### src/rtl/wide_add_sequencer.sv
// Sequential N-nibble two's-complement adder reusing one 4-bit ripple slice.
// Define WIDE_ADD_SUB_EN to add the sub port and a-b support.
module wide_add_sequencer #(
   parameter int NIBBLES = 4
) (
   input  logic                   clk,
   input  logic                   rst_n,
   input  logic                   in_valid,
   output logic                   in_ready,
   input  logic [4*NIBBLES-1:0]   a,
   input  logic [4*NIBBLES-1:0]   b,
`ifdef WIDE_ADD_SUB_EN
   input  logic                   sub,
`endif
   output logic                   out_valid,
   input  logic                   out_ready,
   output logic [4*NIBBLES-1:0]   sum,
   output logic                   carryout,
   output logic                   overflow,
   output logic                   busy
);

   localparam int W  = 4 * NIBBLES;
   localparam int IW = (NIBBLES > 1) ? $clog2(NIBBLES) : 1;

   typedef enum logic [1:0] {
      IDLE = 2'd0,
      ADD  = 2'd1,
      DONE = 2'd2
   } state_t;

   state_t          state_q, state_d;
   logic [W-1:0]    a_q, a_d;
   logic [W-1:0]    b_q, b_d;
   logic [IW-1:0]   idx_q, idx_d;
   logic            carry_q, carry_d;
   logic [W-1:0]    sum_q, sum_d;
   logic            carryout_q, carryout_d;
   logic            overflow_q, overflow_d;

   logic            cin;
   logic [W-1:0]    b_in;
   logic [3:0]      nib_a;
   logic [3:0]      nib_b;
   logic [4:0]      slice;
   logic            c3;
   logic            last;

`ifdef WIDE_ADD_SUB_EN
   assign cin  = sub;
   assign b_in = sub ? ~b : b;
`else
   assign cin  = 1'b0;
   assign b_in = b;
`endif

   // One 4-bit slice per cycle; the operand nibble is picked by the index.
   always_comb begin
      nib_a = '0;
      nib_b = '0;
      for (int n = 0; n < NIBBLES; n++) begin
         if (idx_q == IW'(n)) begin
            nib_a = a_q[4*n +: 4];
            nib_b = b_q[4*n +: 4];
         end
      end
      slice = {1'b0, nib_a} + {1'b0, nib_b} + {4'b0000, carry_q};
      c3    = nib_a[3] ^ nib_b[3] ^ slice[3];
      last  = (idx_q == IW'(NIBBLES - 1));
   end

   always_comb begin
      state_d    = state_q;
      a_d        = a_q;
      b_d        = b_q;
      idx_d      = idx_q;
      carry_d    = carry_q;
      sum_d      = sum_q;
      carryout_d = carryout_q;
      overflow_d = overflow_q;
      unique case (state_q)
         IDLE: begin
            if (in_valid) begin
               a_d        = a;
               b_d        = b_in;
               idx_d      = '0;
               carry_d    = cin;
               sum_d      = '0;
               carryout_d = 1'b0;
               overflow_d = 1'b0;
               state_d    = ADD;
            end
         end
         ADD: begin
            for (int n = 0; n < NIBBLES; n++) begin
               if (idx_q == IW'(n)) begin
                  sum_d[4*n +: 4] = slice[3:0];
               end
            end
            carry_d = slice[4];
            idx_d   = idx_q + IW'(1);
            if (last) begin
               carryout_d = slice[4];
               overflow_d = c3 ^ slice[4];
               idx_d      = '0;
               state_d    = DONE;
            end
         end
         DONE: begin
            if (out_ready) begin
               state_d = IDLE;
            end
         end
         default: state_d = IDLE;
      endcase
   end

   always_ff @(posedge clk or negedge rst_n) begin
      if (!rst_n) begin
         state_q    <= IDLE;
         a_q        <= '0;
         b_q        <= '0;
         idx_q      <= '0;
         carry_q    <= 1'b0;
         sum_q      <= '0;
         carryout_q <= 1'b0;
         overflow_q <= 1'b0;
      end else begin
         state_q    <= state_d;
         a_q        <= a_d;
         b_q        <= b_d;
         idx_q      <= idx_d;
         carry_q    <= carry_d;
         sum_q      <= sum_d;
         carryout_q <= carryout_d;
         overflow_q <= overflow_d;
      end
   end

   assign in_ready  = (state_q == IDLE);
   assign out_valid = (state_q == DONE);
   assign busy      = (state_q != IDLE);
   assign sum       = sum_q;
   assign carryout  = carryout_q;
   assign overflow  = overflow_q;

endmodule

### config.mk
export PLATFORM = sky130hd
export DESIGN_NAME = wide_add_sequencer
export DESIGN_NICKNAME = d
export VERILOG_FILES = /design/src/rtl/wide_add_sequencer.sv
export SDC_FILE = /design/constraint.sdc
export NUM_CORES = 1
export LEC_CHECK = 0
export ABC_AREA = 1
export CAP_MARGIN = 30
export CORE_AREA = 2 2 79 81
export CTS_CLUSTER_DIAMETER = 50
export DETAILED_ROUTE_END_ITERATION = 8
export DIE_AREA = 0 0 81 83
export HOLD_SLACK_MARGIN = 0.05
export PLACE_DENSITY = 0.75
export SYNTH_ARGS = -nofsm -noshare
export SYNTH_HDL_FRONTEND = slang
export SYNTH_SLANG_ARGS = --single-unit
export TNS_END_PERCENT = 20
### constraint.sdc
create_clock -name clk -period 2.65 [get_ports clk]
set_clock_uncertainty 0.05 [all_clocks]
set_input_delay 0.795 -clock clk [delete_from_list [all_inputs] [get_ports clk]]
set_output_delay 0.795 -clock clk [all_outputs]
set_load 0.03 [all_outputs]
== After elaboration in Yosys (flattened, before gate mapping) ==
Cells that the tools add are included.
Word-level totals
  register bits: 55
  latch bits: 0
  RAM bits: 0
  ROM bits: 0
  output and inout bits: 21
  logic and storage cells: 66
  memories kept: 0
Cells by class
  add/subtract/negate cells: 3
  multiply operators: 0
  divide/modulo/power cells: 0
  order comparisons: 0
  equal/unequal tests: 11
  shifts and indexed selects: 0
  multiplexer cells: 27
  bitwise logic cells: 3
  reduce and logical (&&, ||, !) cells: 11
Operators by type and width (count)
  two-way mux 4 bit: 12
  one-hot mux 16 bit (2 select lines): 1
  two-way mux 16 bit: 1
  AND reduction 3 bit: 5
  two-way mux 2 bit: 5
  inequality test 2 bit (second input constant): 5
  == test 2 bit (second input constant): 3
  one-hot mux 1 bit (2 select lines): 3
  one-hot mux 2 bit (3 select lines): 1
  adder 4 x 4 -> 5 bit: 1
  adder 5 x 1 -> 5 bit: 1
  == test 2 x 1 -> 1 bit (second input constant): 2
  logical NOT 2 bit: 2
  one-hot mux 2 bit (2 select lines): 1
  AND reduction 2 bit: 2
  nonzero test 2 bit: 2
  two-way mux 1 bit: 3
  bitwise XOR 1 bit: 3
  adder 2 x 1 -> 2 bit (second input constant): 1
  inequality test 2 x 1 -> 1 bit (second input constant): 1

== Logic depth before layout (Yosys ltp) ==
  depth after elaboration: 11
  gate-level depth with buffers: 17

== Worst setup path after synthesis ==
No wires, ideal clock.
  kind: flip-flop to flip-flop
  from: reg idx_q[0]
  to: reg overflow_q (netlist: overflow)
  data arrival time: 2.464 ns
  required time: 2.482 ns
  slack: 0.019 ns
  stages on the path, launching flop included: 18
  buffers on the path: 0
  period minus slack after synthesis: 2.631 ns
  path through: dfrtp_1 -> inv_1 -> ha_1 -> inv_1 -> nor2_1 -> nand2_1 -> nand2_1 -> o21ai_0 -> nand2_1 -> o21ai_0 -> fa_1 -> fa_1 -> inv_1 -> nand3_1 -> nand2_1 -> nand2_1 -> nand3b_1 -> nand2_1
On the way
  word-level cells in the longest chain between the ends: 11
RTL lines
  from (decl): line 35  | logic [IW-1:0] idx_q, idx_d;
  from (signal assigned): line 132  | idx_q <= idx_d;
  logical NOT 2 bit: line 62  | if (idx_q == IW'(n)) begin
  two-way mux 4 bit (4 in series): line 62
  adder 4 x 4 -> 5 bit: line 67  | slice = {1'b0, nib_a} + {1'b0, nib_b} + {4'b0000, carry_q};
  adder 5 x 1 -> 5 bit: line 67
  bitwise XOR 1 bit: line 68  | c3 = nib_a[3] ^ nib_b[3] ^ slice[3];
  bitwise XOR 1 bit: line 104  | overflow_d = c3 ^ slice[4];
  two-way mux 1 bit: line 102  | if (last) begin
  one-hot mux 1 bit (2 select lines): line 81  | unique case (state_q)
  to (signal assigned): line 136  | overflow_q <= overflow_d;
  to (decl): line 39  | logic overflow_q, overflow_d;
Several ways; a longest one is shown, not always the timed one. The select of a mux whose other input is x is not followed.
A chain may end at the register's enable or synchronous reset.

== Worst setup path in the final report ==
  from: reg idx_q[0]
  to: reg sum_q[13] (netlist: sum[13])
On the way
  word-level cells in the longest chain between the ends: 9
RTL lines
  logical NOT 2 bit: line 62
  two-way mux 4 bit (4 in series): line 62
  adder 4 x 4 -> 5 bit: line 67
  adder 5 x 1 -> 5 bit: line 67
  two-way mux 4 bit: line 96  | if (idx_q == IW'(n)) begin
  one-hot mux 16 bit (2 select lines): line 81
  to (signal assigned): line 134  | sum_q <= sum_d;
  to (decl): line 37  | logic [W-1:0] sum_q, sum_d;
Several ways; a longest one is shown, not always the timed one. The select of a mux whose other input is x is not followed.

==> flow_metrics.tcl <==
set metrics [dict create \
    syn_nets 376 \
    finalCriticalPeriod_ns 2.516 \
    via_per_inst 4.828 \
    hpwl_um 4533 \
    grt_pass1_wl_um 10080 \
    yosysWarnings 0 \
    antenna_cells 0 \
    hold_buffers 0 \
    hold_viol 0 \
    dieHeight_um 83 \
    globalplace.congestion 0.8283 \
    initial_utilization_pct 45.55 \
    finalCritPeriodShare_pct 94.95 \
    dpl_cell_area_um2 3396 \
    outcome "finished clean" \
    die_area_um2 6723 \
    clk_path_buf_depth 2 \
    cp.required_ns 2.80 \
    dr.pass1.iters 4 \
    drive_gt1_share_pct 15.97 \
    syn_inst 331 \
    synth_top_area_share_pct 51.96 \
    final_nets 451 \
    io_pins 57 \
    p_sw_uw 2247 \
    fin_total_pwr_uw 5008 \
    power_frac_seq_pct 28.7 \
    async_flop_share_pct 100.0 \
    syn_area_per_cell_um2 8.002 \
    worstHoldPathCells 2 \
    netlist.top_cell.by_area "dfrtp_1" \
    intPower_uw 2761 \
    ys_ff_latch 55 \
    slew_headroom_pct 57.06 \
    reg2reg_depth 12 \
    maxCapViolations 0 \
    hold_path_class "reg2reg" \
    power_density_nw_per_um2 1375 \
    antenna_found_initial 0 \
    worstReg2RegStart "idx_q[0]" \
    setup_viol 0 \
    fillerInstances 515 \
    reg2reg_to "sum[13]" \
    rows 28 \
    r2r_setup_slack_ns 0.13 \
    grt_overflow 0 \
    clockPowerShare_pct 12.9 \
    cts_tree "done" \
    drtAntennaViolNets 0 \
    portBuffers 56 \
    comb_power_share_pct 58.5 \
    multiInputGateArea_um2 1189 \
    peakVddDrop_mv 0.5229 \
    clk_latency_ns 0.31 \
    die_w_um 81 \
    fin_area_um2 3642 \
    grt_start_max_net_pins 29 \
    tns_ns 0 \
    synth_edf_count 0 \
    numCtsBuffers 5 \
    p_leak_uw 0.001840 \
    seq_area_um2 1376 \
    synth_area_leaders "dfrtp_1 (52%), nand2_1 (24%), ha_1 (3.3%)" \
    fp.coreArea_um2 5816 \
    drc_errors 0 \
    synth_area_um2 2649 \
    drt-total-wl_um 6087 \
    min_to "overflow" \
    cp.arrival_ns 2.66 \
    sw_frac_of_total_pct 44.87 \
    crit_path_start_kind "flop" \
    clock-sinks 55 \
    end_kind "flop" \
    wl_per_cell_um 12.63 \
    slew_viol_final 0 \
    clock.fmax_mhz 397.4 \
    crit_type "reg2reg" \
    area_delta_synth_final_pct 37.51 \
    crit_fanout 7 \
    cts_root_buf "clkbuf_8" \
    drt-initial-drc-count 126 \
    clkTransAtPathRegs_ns 0.09 \
    ys.flop_type "dfrtp_1" \
    num_vias 2327 \
    grt_pass1_vias 2269 \
    htreeDepth 2 \
    ys_types 27 \
    worstHoldStart "overflow" \
    worstMarginPinSlew_ns 0.6441 \
    grt.total_usage_pct 18.88 \
    yosysSeqAreaShare_pct 51.96 \
]
==> cells in the final DEF, fill, tap and decap left out, types with 3 or more instances in the layout <==
| cell | synthesis | routed |
|---|---|---|
| a21oi_1 | 10 | 8 |
| a21oi_2 | 1 | 3 |
| buf_4 | 4 | 20 |
| clkbuf_8 | 0 | 5 |
| clkdlybuf4s50_1 | 0 | 55 |
| dfrtp_1 | 55 | 55 |
| ha_1 | 7 | 3 |
| inv_1 | 20 | 15 |
| inv_2 | 4 | 9 |
| nand2_1 | 168 | 167 |
| nand2_2 | 3 | 4 |
| nand3_1 | 7 | 6 |
| nand4_1 | 4 | 4 |
| nor2_1 | 8 | 7 |
| o21ai_0 | 9 | 6 |
| o21ai_1 | 10 | 10 |
| o21ai_2 | 3 | 6 |
==> layer usage <==
layer	vias to the layer above	GRT usage (%)	part of all wire, %
met3	8	3.587	4.7
met1	1074	24.80	44
met2	62	30.95	50
met5	-	0	0
li1	1183	-	-
met4	0	6.626	1.4
==> Yosys cell counts (all sizes together) (2+ instances only) <==
master / number
a21oi: 11
buf: 10
dfrtp: 55
fa: 2
ha: 7
inv: 24
nand2: 171
nand3: 7
nand4: 4
nor2: 10
o211ai: 2
o21ai: 22
==> power groups by stage <==
stage	clock [uW]	sequential (uW)	combinational, uW
after global placement	0	1430	2580
after global routing	686	1480	3270
after detailed placement	0	1440	2630
final	645	1440	2930
after CTS	653	1430	2680
after floorplan	0	1570	1600
==> logic make-up after synthesis <==
group | share of synthesized area, %
flops | 51.96
simple gates | 28.86
fa+ha+maj | 4.818
buf+inv | 6.187
compound gates | 8.172
==> critical path, stage by stage (launching register included) <==
cell and delay (ns):
dfrtp_1 0.42, inv_2 0.10, ha_2 0.28, a21oi_1 0.07, nand2_1 0.07, o21ai_1 0.05, nand2_1 0.07, o21ai_2 0.07
fa_2 0.41, fa_2 0.54, nor2_1 0.04, inv_1 0.14, o21ai_1 0.09
==> registers in the layout (all words and copies together) (netlist names) <==
| register | count |
|---|---|
| idx_q | 2 |
| carryout | 1 |
| carry_q | 1 |
| sum | 16 |
| b_q | 16 |
| state_q | 2 |
| overflow | 1 |
| a_q | 16 |
==> worst max-delay path by stage <==
stage              from        to  slack (ns)  depth (start not counted)
3_3_place_gp   idx_q[0]   sum[10]        0.05                         16
5_1_grt        idx_q[0]   sum[11]       -0.03                         13
4_1_cts        idx_q[0]  overflow        0.03                         17
2_1_floorplan  idx_q[0]  overflow        0.02                         17
3_5_place_dp   idx_q[0]  overflow       -0.09                         17
6_report       idx_q[0]   sum[13]        0.13                         12
==> timing repair <==
action	in CTS	in global routing
gates resized for setup	3	25
setup endpoints to repair	11	15
pin swaps	0	7
setup buffers	0	4
==> metrics by stage <==
step | instances | hold WS [ns] | util [%] | setup slack [ns]
3_3_place_gp | 470 | 0.4103 | 58.39 | 0.05206
5_1_grt | 482 | 0.4548 | 62.63 | -0.02853
4_1_cts | 478 | 0.4393 | 60.84 | 0.02578
3_5_place_dp | 470 | 0.4148 | 58.39 | -0.09441
6_report | 482 | 0.4372 | 62.63 | 0.1338
2_1_floorplan | 331 | 0.3936 | - | 0.01855
==> final cells by class <==
| cell class | instances | share of cell area (%) |
|---|---|---|
| Clock inverter | 2 | 1.649 |
| Inverter | 25 | 2.576 |
| Multi-Input combinational cell | 240 | 32.63 |
| Sequential cell | 55 | 37.79 |
| Clock buffer | 6 | 1.992 |
| Timing Repair Buffer | 79 | 20.78 |
| Tap cell | 75 | 2.576 |
(Power assumes the default switching activity.)
